[src/rtl/ball_controller.sv]
// rtl/ball_controller.sv - frame-rate ball motion sequencer for the pong field
module ball_controller #(
    parameter int FIELD_W      = 640,
    parameter int FIELD_H      = 480,
    parameter int BALL_HALF    = 4,
    parameter int SPEED        = 2,
    parameter int PADDLE_HALF  = 32,
    parameter int LEFT_FACE_X  = 24,
    parameter int RIGHT_FACE_X = 616,
    parameter int SERVE_DELAY  = 60
) (
    input  logic       clk,
    input  logic       reset_n,
    input  logic       enable,
    input  logic       frame_tick,
    input  logic [9:0] left_paddle_loc,
    input  logic [9:0] right_paddle_loc,
    output logic [9:0] ball_x,
    output logic [9:0] ball_y,
    output logic       left_point,
    output logic       right_point,
    output logic       serving
);
    localparam int CNT_W = $clog2(SERVE_DELAY + 1);

    localparam logic [9:0]         MID_X    = 10'(FIELD_W / 2);
    localparam logic [9:0]         MID_Y    = 10'(FIELD_H / 2);
    localparam logic signed [10:0] STEP     = 11'(SPEED);
    localparam logic signed [10:0] TOP_Y    = 11'(BALL_HALF);
    localparam logic signed [10:0] BOT_Y    = 11'(FIELD_H - BALL_HALF);
    localparam logic signed [10:0] L_GOAL_X = 11'(BALL_HALF);
    localparam logic signed [10:0] R_GOAL_X = 11'(FIELD_W - BALL_HALF);
    localparam logic signed [10:0] L_HIT_X  = 11'(LEFT_FACE_X + BALL_HALF);
    localparam logic signed [10:0] R_HIT_X  = 11'(RIGHT_FACE_X - BALL_HALF);
    localparam logic signed [10:0] REACH    = 11'(PADDLE_HALF + BALL_HALF);
    localparam logic [CNT_W-1:0]   DELAY    = CNT_W'(SERVE_DELAY);

    typedef enum logic [2:0] {
        IDLE,
        SERVE,
        WAIT_TICK,
        MOVE,
        COLLIDE,
        POINT
    } state_t;

    state_t             state, state_d;
    logic [9:0]         ball_x_d, ball_y_d;
    logic               dx_neg, dx_neg_d;
    logic               dy_pos, dy_pos_d;
    logic               score_right, score_right_d;
    logic [CNT_W-1:0]   cnt, cnt_d;
    logic signed [10:0] nx, ny, nx_d, ny_d;
    logic signed [10:0] bx, by, cy, pdiff;

    // One spare sign bit keeps a step off the left/top edge from wrapping.
    assign bx = $signed({1'b0, ball_x});
    assign by = $signed({1'b0, ball_y});

    always_ff @(posedge clk or negedge reset_n) begin
        if (!reset_n) begin
            state       <= IDLE;
            ball_x      <= MID_X;
            ball_y      <= MID_Y;
            dx_neg      <= 1'b1;
            dy_pos      <= 1'b1;
            score_right <= 1'b0;
            cnt         <= '0;
            nx          <= '0;
            ny          <= '0;
        end else begin
            state       <= state_d;
            ball_x      <= ball_x_d;
            ball_y      <= ball_y_d;
            dx_neg      <= dx_neg_d;
            dy_pos      <= dy_pos_d;
            score_right <= score_right_d;
            cnt         <= cnt_d;
            nx          <= nx_d;
            ny          <= ny_d;
        end
    end

    always_comb begin
        state_d       = state;
        ball_x_d      = ball_x;
        ball_y_d      = ball_y;
        dx_neg_d      = dx_neg;
        dy_pos_d      = dy_pos;
        score_right_d = score_right;
        cnt_d         = cnt;
        nx_d          = nx;
        ny_d          = ny;
        cy            = '0;
        pdiff         = '0;

        if (!enable) begin
            state_d  = IDLE;
            ball_x_d = MID_X;
            ball_y_d = MID_Y;
        end else begin
            case (state)
                IDLE: begin
                    ball_x_d = MID_X;
                    ball_y_d = MID_Y;
                    cnt_d    = DELAY;
                    state_d  = SERVE;
                end
                SERVE: begin
                    ball_x_d = MID_X;
                    ball_y_d = MID_Y;
                    if (frame_tick) begin
                        cnt_d = cnt - CNT_W'(1);
                        if (cnt <= CNT_W'(1)) state_d = WAIT_TICK;
                    end
                end
                WAIT_TICK: begin
                    if (frame_tick) state_d = MOVE;
                end
                MOVE: begin
                    nx_d    = dx_neg ? bx - STEP : bx + STEP;
                    ny_d    = dy_pos ? by + STEP : by - STEP;
                    state_d = COLLIDE;
                end
                COLLIDE: begin
                    if (ny <= TOP_Y) begin
                        cy       = TOP_Y;
                        dy_pos_d = 1'b1;
                    end else if (ny >= BOT_Y) begin
                        cy       = BOT_Y;
                        dy_pos_d = 1'b0;
                    end else begin
                        cy = ny;
                    end
                    ball_y_d = cy[9:0];
                    state_d  = WAIT_TICK;
                    // Paddle reach is judged against the wall-corrected y.
                    if (dx_neg) begin
                        pdiff = cy - $signed({1'b0, left_paddle_loc});
                        if (nx <= L_HIT_X && pdiff >= -REACH && pdiff <= REACH) begin
                            ball_x_d = L_HIT_X[9:0];
                            dx_neg_d = 1'b0;
                        end else if (nx <= L_GOAL_X) begin
                            score_right_d = 1'b1;
                            state_d       = POINT;
                        end else begin
                            ball_x_d = nx[9:0];
                        end
                    end else begin
                        pdiff = cy - $signed({1'b0, right_paddle_loc});
                        if (nx >= R_HIT_X && pdiff >= -REACH && pdiff <= REACH) begin
                            ball_x_d = R_HIT_X[9:0];
                            dx_neg_d = 1'b1;
                        end else if (nx >= R_GOAL_X) begin
                            score_right_d = 1'b0;
                            state_d       = POINT;
                        end else begin
                            ball_x_d = nx[9:0];
                        end
                    end
                end
                POINT: begin
                    ball_x_d = MID_X;
                    ball_y_d = MID_Y;
                    // Next serve heads toward whoever conceded.
                    dx_neg_d = score_right;
                    cnt_d    = DELAY;
                    state_d  = SERVE;
                end
                default: begin
                    state_d  = IDLE;
                    ball_x_d = MID_X;
                    ball_y_d = MID_Y;
                end
            endcase
        end
    end

    always_comb begin
        serving     = (state == IDLE) || (state == SERVE);
        left_point  = enable && (state == POINT) && !score_right;
        right_point = enable && (state == POINT) && score_right;
    end
endmodule
[config.mk]
export PLATFORM = sky130hd
export DESIGN_NAME = ball_controller
export DESIGN_NICKNAME = d
export VERILOG_FILES = /design/src/rtl/ball_controller.sv
export SDC_FILE = /design/constraint.sdc
export NUM_CORES = 1
export LEC_CHECK = 0
export CAP_MARGIN = 20
export CORE_UTILIZATION = 34
export DETAILED_ROUTE_END_ITERATION = 8
export HOLD_SLACK_MARGIN = 0.03
export SETUP_SLACK_MARGIN = 0.05
export SLEW_MARGIN = 0
export SYNTH_ARGS = -nofsm -noshare
export SYNTH_HDL_FRONTEND = slang
export SYNTH_SLANG_ARGS = --single-unit
[constraint.sdc]
create_clock -name clk -period 4.7 [get_ports clk]
set_input_delay 0.705 -clock clk [delete_from_list [all_inputs] [get_ports clk]]
set_output_delay 0.705 -clock clk [all_outputs]
set_load 0.05 [all_outputs]
==> results_tabular.tex, run 1 <==
\begin{tabular}{lr}
\hline
Metric & Value \\
\hline
\multicolumn{2}{l}{\textbf{Cells and area}} \\
Fraction of layout cells with a size suffix above 1 & 0.101 \\
\# fillers & 1273 \\
Area taken by flip-flops and latches & 1360 um2 \\
Total inserted antenna cells & 0 \\
Post-layout nets & 617 \\
Area overhead of the layout relative to synthesis & 20.2\% \\
Area of the multi-input gates & around 2800 um2 \\
Finished Core Util & 0.425 \\
\multicolumn{2}{l}{\textbf{Floorplanning}} \\
Die outline width & 115 um \\
I/O pin count & 47 \\
Starting utilization of the core area & 0.354 \\
Floorplan die area & 13200 um2 \\
Row cnt & 40 \\
Area of the placeable core & 12200 um2 \\
Floorplan die height & $\sim$110 um \\
\multicolumn{2}{l}{\textbf{STA}} \\
Setup violation total in the final timing report & 0 \\
Worst slew margin & 0.611 \\
Final-layout setup total negative slack & 0 ns \\
Fmax & 222 MHz \\
Setup repair after global routing missed its margin & false \\
Slew at the pin closest to its max-slew limit & 0.582 ns \\
Post-Route Skew & roughly 0.0022 ns \\
Part of the cycle the worst path needs & 0.958 \\
Smallest hold slack & 0.365 ns \\
Time the worst path needs with I/O delays and setup & 4.50 ns \\
Count of final max-slew check failures & 0 \\
Hold Fails Final Rpt & 0 \\
\multicolumn{2}{l}{\textbf{Clocking}} \\
Inserted Clock Buffers & 5 \\
Later-pin clock latency in the skew report & approximately 0.30 ns \\
CTS tree & done \\
Clock transition at path regs & 0.07 ns \\
Number of levels in the clock H-tree & 2 \\
Number of hold-repair buffers added at the cts stage & 0 \\
Clock tree sinks & 54 \\
Clock Path Buffers & 2 \\
Clock tree root buffer cell & clkbuf\_16 \\
\multicolumn{2}{l}{\textbf{Synth}} \\
Most used flip-flop cell after synthesis & dfrtp\_1 \\
Post-synth cell types & 77 \\
Count of state elements after synthesis & 54 \\
Cells after synthesis & roughly 500 \\
Synth warn & 0 \\
Cell type with the highest aggregate area in the netlist & dfrtp\_1 \\
Combined area of all synthesized cells & between 4000 and 5000 um2 \\
Ys async rst share & 1.00 \\
Synth area leaders & dfrtp\_1 27\%, ha\_1 11\%, o21ai\_0 5.3\% \\
Sequential element share of the synthesized area & 0.315 \\
Area share of the largest cell type after synthesis & 0.266 \\
Post-synth EDFFs & 0 \\
Ranking of synthesized cells by instance count & 46 x dfrtp\_1, 46 x o21ai\_0, 45 x nand2\_1 \\
Avg Inst Size Synth & 8.69 um2 \\
\multicolumn{2}{l}{\textbf{Worst setup path}} \\
Register-to-register path setup slack & around 0.20 ns \\
Critical path buffers and inverters & 2 \\
Ordered cell list for the critical path & o21ai\_0 > a41oi\_2 > nor2b\_1 > nand2\_1 > ha\_2 > inv\_1 > fa\_1 > a211oi\_2 > o2111ai\_1 > o41ai\_1 > o211ai\_1 > a311o\_1 > or4b\_4 > a211oi\_4 > buf\_4 > o31ai\_4 > a22o\_1 \\
Nature of the critical path startpoint & flip-flop \\
Req. time, crit path & 4.89 ns \\
Capturing element type of the critical path & flip-flop \\
Critical path class & reg -> reg \\
Gate family responsible for the most delay along the worst path & compound AO/OA/AOI/OAI gates \\
Maximum fanout along the worst path & 8 \\
Largest stage delay on the critical path & 0.58 ns \\
Slowest stage cell on the critical path & or4b\_4 \\
WP data arrival & 4.69 ns \\
\multicolumn{2}{l}{\textbf{Global route}} \\
Number of antenna violations at the first check in global routing & 0 \\
Global-route wire length before repair & 18200 um \\
All-layer global routing usage & 0.176 \\
Overflow left after global routing & 0 \\
Largest net degree at the start of global routing & 43 \\
Vias in the first global route & 3654 \\
\multicolumn{2}{l}{\textbf{Placement}} \\
DP HPWL & 8390 um \\
I/O Buffers & 46 \\
Global placer's final weighted congestion & 0.873 \\
\multicolumn{2}{l}{\textbf{Routing}} \\
Detail-routed via count per cell & about 5.3 \\
Vias post-DR & 3797 \\
Post-detailed-route wirelength per cell & 15.1 um \\
Remaining antenna violation count & 0 \\
Residual DRC & 0 \\
Total routed wirelength & approximately 11000 um \\
First drt pass iteration count & 4 \\
Starting DRC count in detailed routing & 152 \\
\multicolumn{2}{l}{\textbf{Run status}} \\
Result of the run & finished, final reports clean \\
\multicolumn{2}{l}{\textbf{Pwr}} \\
Static Leak & roughly 2.3 nW \\
Total power after layout & roughly 1.1 mW \\
Power density normalized to cell area & 206 nW/um2 \\
Peak ir drop on the vdd network & roughly 0.00013 V \\
\multicolumn{2}{l}{\textbf{Run}} \\
Number of violations of the max-capacitance limit & 0 \\
\multicolumn{2}{l}{\textbf{Hold path}} \\
Worst hold path class & in -> async \\
\hline
\end{tabular}
[cell families (layout without fill, tap and decap cells)]
| family | Yosys count | in the layout | share of synthesized area |
|---|---|---|---|
| muxes | 3 | 3 | 0.00782 |
| DFF | 54 | 54 | 0.315 |
| and+or+nand+nor | 142 | 142 | 0.167 |
| other | 1 | 2 | 0.000868 |
| adders and majority gates | 42 | 42 | 0.129 |
| buffers and inverters | 56 | 110 | 0.0510 |
| AOI/OAI and AO/OA | 171 | 171 | 0.273 |
| xor gates and xnor gates | 28 | 28 | 0.0568 |
[where the power goes]
group / total, mW / switching (mW) / internal, mW
logic: 0.206 / 0.114 / 0.0926
registers: 0.485 / 0.0107 / 0.474
clock network: 0.380 / 0.168 / 0.212
[what timing repair did]
item,in CTS,in global routing
endpoints found under the setup margin,0,12
buffers inserted,0,2
endpoints found under the hold margin,0,0
resized for setup,0,4
[stage by stage]
step / area [um2] / std cells / worst slack (ns)
6_report: 5190 / 720 / 0.195
5_1_grt: 5190 / 720 / 0.00822
4_1_cts: 5160 / 718 / 0.163
3_5_place_dp: 5010 / 710 / 0.131
3_3_place_gp: 5010 / 710 / 0.204
2_1_floorplan: 4320 / 498 / 0.528
[cells in the final DEF, fill, tap and decap left out, types with 5 or more instances in the layout]
| master | Yosys | final |
|---|---|---|
| nor2b_1 | 9 | 9 |
| a22o_1 | 6 | 6 |
| clkdlybuf4s50_1 | 0 | 45 |
| dfstp_2 | 8 | 8 |
| a21oi_1 | 33 | 33 |
| o211ai_1 | 8 | 8 |
| a21o_1 | 12 | 12 |
| ha_1 | 38 | 37 |
| nor3_1 | 10 | 9 |
| buf_4 | 0 | 12 |
| dfrtp_1 | 46 | 46 |
| o21bai_1 | 8 | 8 |
| nand2b_1 | 6 | 6 |
| nand3_1 | 15 | 15 |
| nor2_1 | 26 | 26 |
| inv_1 | 44 | 44 |
| clkbuf_16 | 0 | 5 |
| o21ai_0 | 46 | 46 |
| xor2_1 | 10 | 10 |
| nand2_1 | 45 | 45 |
| xnor2_1 | 18 | 18 |
| and3_1 | 5 | 5 |
[worst paths after layout]
path / from / end / depth (start not counted)
setup / recovery: ny[0]$_DFFE_PN0P_ / ball_x[4]$_DFFE_PN0P_ / 17
max in group asynchronous: reset_n / ball_y[4]$_DFFE_PN1P_ / 2
hold / removal: reset_n / nx[8]$_DFFE_PN0P_ / 1
min in group clk: cnt[5]$_DFFE_PN0P_ / cnt[5]$_DFFE_PN0P_ / 2
hold reg to reg: cnt[5]$_DFFE_PN0P_ / cnt[5]$_DFFE_PN0P_ / 2
setup reg to reg: ny[0]$_DFFE_PN0P_ / ball_x[4]$_DFFE_PN0P_ / 17
[flip-flops by register name (all words and copies together), names as in the netlist]
| signal | flops |
|---|---|
| nx | 11 |
| ny | 11 |
| ball_x | 10 |
| ball_y | 10 |
| cnt | 6 |
| state | 3 |
| dx_neg | 1 |
| dy_pos | 1 |
| score_right | 1 |
[area by class of cell]
cell class,instances,share of cell area
multi-input combinational,388,0.532
clock inverter,1,0.000964
sequential,54,0.262
clock buffer,7,0.0275
inverter,44,0.0318
tap,168,0.0405
timing repair buffer,58,0.105
[routing by layer]
metal | vias to the layer above | wire, um | global-route usage
li1 | 1916 | - | -
met3 | 10 | 364 | 0.0265
met4 | 0 | 138 | 0.0468
met2 | 71 | 5050 | 0.287
met5 | - | 0 | 0
met1 | 1800 | 5330 | 0.245
Power figures use the tool's default switching activity.
==> run 2: changes to the inputs <==
--- a/config.mk
+++ b/config.mk
@@ -9,4 +9,5 @@
 export CORE_UTILIZATION = 34
 export DETAILED_ROUTE_END_ITERATION = 8
+export GPL_ROUTABILITY_DRIVEN = 1
 export HOLD_SLACK_MARGIN = 0.03
 export SETUP_SLACK_MARGIN = 0.05
==> constraint.sdc (replaced) <==
create_clock -name clk -period 4.7 [get_ports clk]
set_input_delay 0.705 -clock clk [delete_from_list [all_inputs] [get_ports clk]]
set_output_delay 0.705 -clock clk [all_outputs]
set_load 0.1 [all_outputs]
==> results of run 2 <==
Same layout as run 1 (identical final DEF). Status: finished, final reports clean.
==> run 3: changes to the inputs <==
- CORE_UTILIZATION: 34 -> 35
- SLEW_MARGIN: 0 -> 10
==> run 3 against run 2 <==
First-iteration DRC count shrank 15%. Via count grew 1.4%. Sequential cell count is the same. Largest power group is now the clock network.
==> results_tabular.tex, run 3 (synthesis gave the netlist of run 1 again) <==
\begin{tabular}{lr}
\hline
Metric & Value \\
\hline
\multicolumn{2}{l}{\textbf{Hold path}} \\
Worst hold path class & reg -> reg \\
Launch point of the worst hold path & ball\_x[6]\$\_DFFE\_PN1P\_ \\
\multicolumn{2}{l}{\textbf{Clocking}} \\
Clock Path Buffers & 2 (unchanged) \\
CTS tree & done \\
Inserted Clock Buffers & 5 (unchanged) \\
Clock tree sinks & 54 (unchanged) \\
Later-pin clock latency in the skew report & 0.30 ns (about the same) \\
Clock transition at path regs & 0.07 ns (about the same) \\
Number of hold-repair buffers added at the cts stage & 0 (unchanged) \\
Clock tree root buffer cell & clkbuf\_16 \\
Number of levels in the clock H-tree & 2 (unchanged) \\
\multicolumn{2}{l}{\textbf{STA}} \\
Time the worst path needs with I/O delays and setup & 4.45 ns (-0.0501 ns) \\
Setup violation total in the final timing report & 0 (unchanged) \\
Slew at the pin closest to its max-slew limit & 0.972 ns \\
Final-layout setup total negative slack & 0 ns (unchanged) \\
Setup repair after global routing missed its margin & false \\
Post-Route Skew & 0.00398 ns (+0.00175 ns) \\
Worst slew margin & 0.350 \\
Count of final max-slew check failures & 0 (unchanged) \\
Fmax & 224 MHz (+1.1\%) \\
Part of the cycle the worst path needs & 0.948 (-0.0107) \\
Hold Fails Final Rpt & 0 (unchanged) \\
\multicolumn{2}{l}{\textbf{Cells and area}} \\
Leading registers by flop count & nx: 11 flops, ny: 11 flops \\
Total inserted antenna cells & 0 (unchanged) \\
Most frequent cells in the layout & 46 x o21ai\_0, 46 x dfrtp\_1, 45 x clkdlybuf4s50\_1 \\
Finished Core Util & 0.434 (+0.00844) \\
Post-layout nets & 616 (-0.16\%) \\
Area overhead of the layout relative to synthesis & 20.6\% \\
Layout Cell Area excl Fill & 5210 um2 (+0.31\%) \\
Post-route non-filler standard cell count & 698 (-3.1\%) \\
Fraction of layout cells with a size suffix above 1 & 0.0998 (-0.00163) \\
\multicolumn{2}{l}{\textbf{Worst setup path}} \\
Start point of the critical path & ny[0]\$\_DFFE\_PN0P\_ \\
Nature of the critical path startpoint & flip-flop \\
Critical path class & reg -> reg \\
FF-to-FF Start & ny[0]\$\_DFFE\_PN0P\_ \\
Req. time, crit path & 4.89 ns (about the same) \\
Maximum fanout along the worst path & 8 (unchanged) \\
Capturing element type of the critical path & flip-flop \\
WP data arrival & 4.65 ns (-0.04 ns) \\
\multicolumn{2}{l}{\textbf{Placement}} \\
Post-detailed-placement cell area & 4980 um2 (-0.52\%) \\
Placed insts & 689 (-3.0\%) \\
DP HPWL & 8250 um (-1.6\%) \\
Global placer's final weighted congestion & 0.846 (-3.0\%) \\
I/O Buffers & 46 (unchanged) \\
\multicolumn{2}{l}{\textbf{Floorplanning}} \\
Row cnt & 40 (unchanged) \\
Starting utilization of the core area & 0.360 (+0.00590) \\
Die outline width & 113 um (-1.4\%) \\
Floorplan die area & 12800 um2 (-2.8\%) \\
I/O pin count & 47 (unchanged) \\
Floorplan die height & 113 um (-1.4\%) \\
Area of the placeable core & 12000 um2 (-1.6\%) \\
\multicolumn{2}{l}{\textbf{Global route}} \\
All-layer global routing usage & 0.177 (+0.000983) \\
Largest net degree at the start of global routing & 55 (+28\%) \\
Number of antenna violations at the first check in global routing & 0 (unchanged) \\
Vias in the first global route & 3649 (-0.14\%) \\
Global-route wire length before repair & 18100 um (-0.68\%) \\
Overflow left after global routing & 0 (unchanged) \\
\multicolumn{2}{l}{\textbf{Routing}} \\
Remaining antenna violation count & 0 (unchanged) \\
Post-detailed-route wirelength per cell & 15.6 um (+3.4\%) \\
Detail-routed via count per cell & 5.52 (+4.6\%) \\
Total routed wirelength & 10900 um (+0.19\%) \\
Residual DRC & 0 (unchanged) \\
First drt pass iteration count & 4 (unchanged) \\
Starting DRC count in detailed routing & 129 (-15\%) \\
Vias post-DR & 3852 (+1.4\%) \\
\multicolumn{2}{l}{\textbf{Pwr}} \\
Peak ir drop on the vdd network & 0.000118 V (-9.8\%) \\
Static Leak & 2.30 nW (+0.75\%) \\
Power density normalized to cell area & 228 nW/um2 (+11\%) \\
\multicolumn{2}{l}{\textbf{Run}} \\
Number of violations of the max-capacitance limit & 0 (unchanged) \\
\multicolumn{2}{l}{\textbf{Run status}} \\
Result of the run & finished, final reports clean \\
\hline
\end{tabular}
## run 3: cell type report
cell class	count	area [um2]
tap	147	184
fill	1185	6800
clock buffer	6	139
multi-input combinational	388	2760
inverter	44	165
timing repair buffer	57	538
clock inverter	2	60.1
sequential	54	1360
## run 3: worst max-delay path, stage by stage, from the launching register on
cell       delay, ns
dfrtp_1         0.40
o21ai_0         0.28
a41oi_2         0.20
nor2b_1         0.21
nand2_1         0.13
ha_1            0.22
inv_1           0.07
fa_2            0.38
a211oi_4        0.28
o2111ai_1       0.15
o41ai_1         0.09
o211ai_1        0.12
a311o_1         0.36
or4b_4          0.58
a211oi_4        0.26
buf_4           0.19
o31ai_4         0.12
a22o_1          0.27
## run 3: final timing paths
path | to | slack (ns) | cells past startpoint
worst max-delay path | ball_x[4]$_DFFE_PN0P_ | 0.25 | 17
worst min-delay path | ball_x[6]$_DFFE_PN1P_ | 0.51 | 2
worst max register to register | ball_x[4]$_DFFE_PN0P_ | 0.25 | 17
worst min register to register | ball_x[6]$_DFFE_PN1P_ | 0.51 | 2
max in group asynchronous | ny[6]$_DFFE_PN0P_ | 3.68 | 2
min in group asynchronous | cnt[4]$_DFFE_PN0P_ | 0.53 | 2
## run 3: power breakdown
part / switching, mW / internal [mW]
sequential: 0.0107 / 0.474
combinational: 0.113 / 0.0920
clock: 0.178 / 0.320
total: 0.302 / 0.886
## run 3: timing repair
action                                  in CTS  in global routing
setup buffers                                0                  1
endpoints found under the setup margin       0                 10
gates resized for setup                      0                  4
## run 3: routing by layer
metal	track usage	part of all wire	vias to the layer above
li1	-	-	1911
met5	0	0	-
met4	0.0412	0.014	0
met3	0.0300	0.040	17
met1	0.249	0.48	1832
met2	0.285	0.46	92
## run 3: stage by stage
step	worst slack [ns]	power [mW]	hold slack [ns]
global placement	0.200	0.689	0.474
finish	0.245	1.19	0.509
CTS	0.126	1.19	0.507
detailed placement	0.119	0.694	0.494
floorplan	0.528	0.629	0.409
global route	0.0680	1.24	0.532
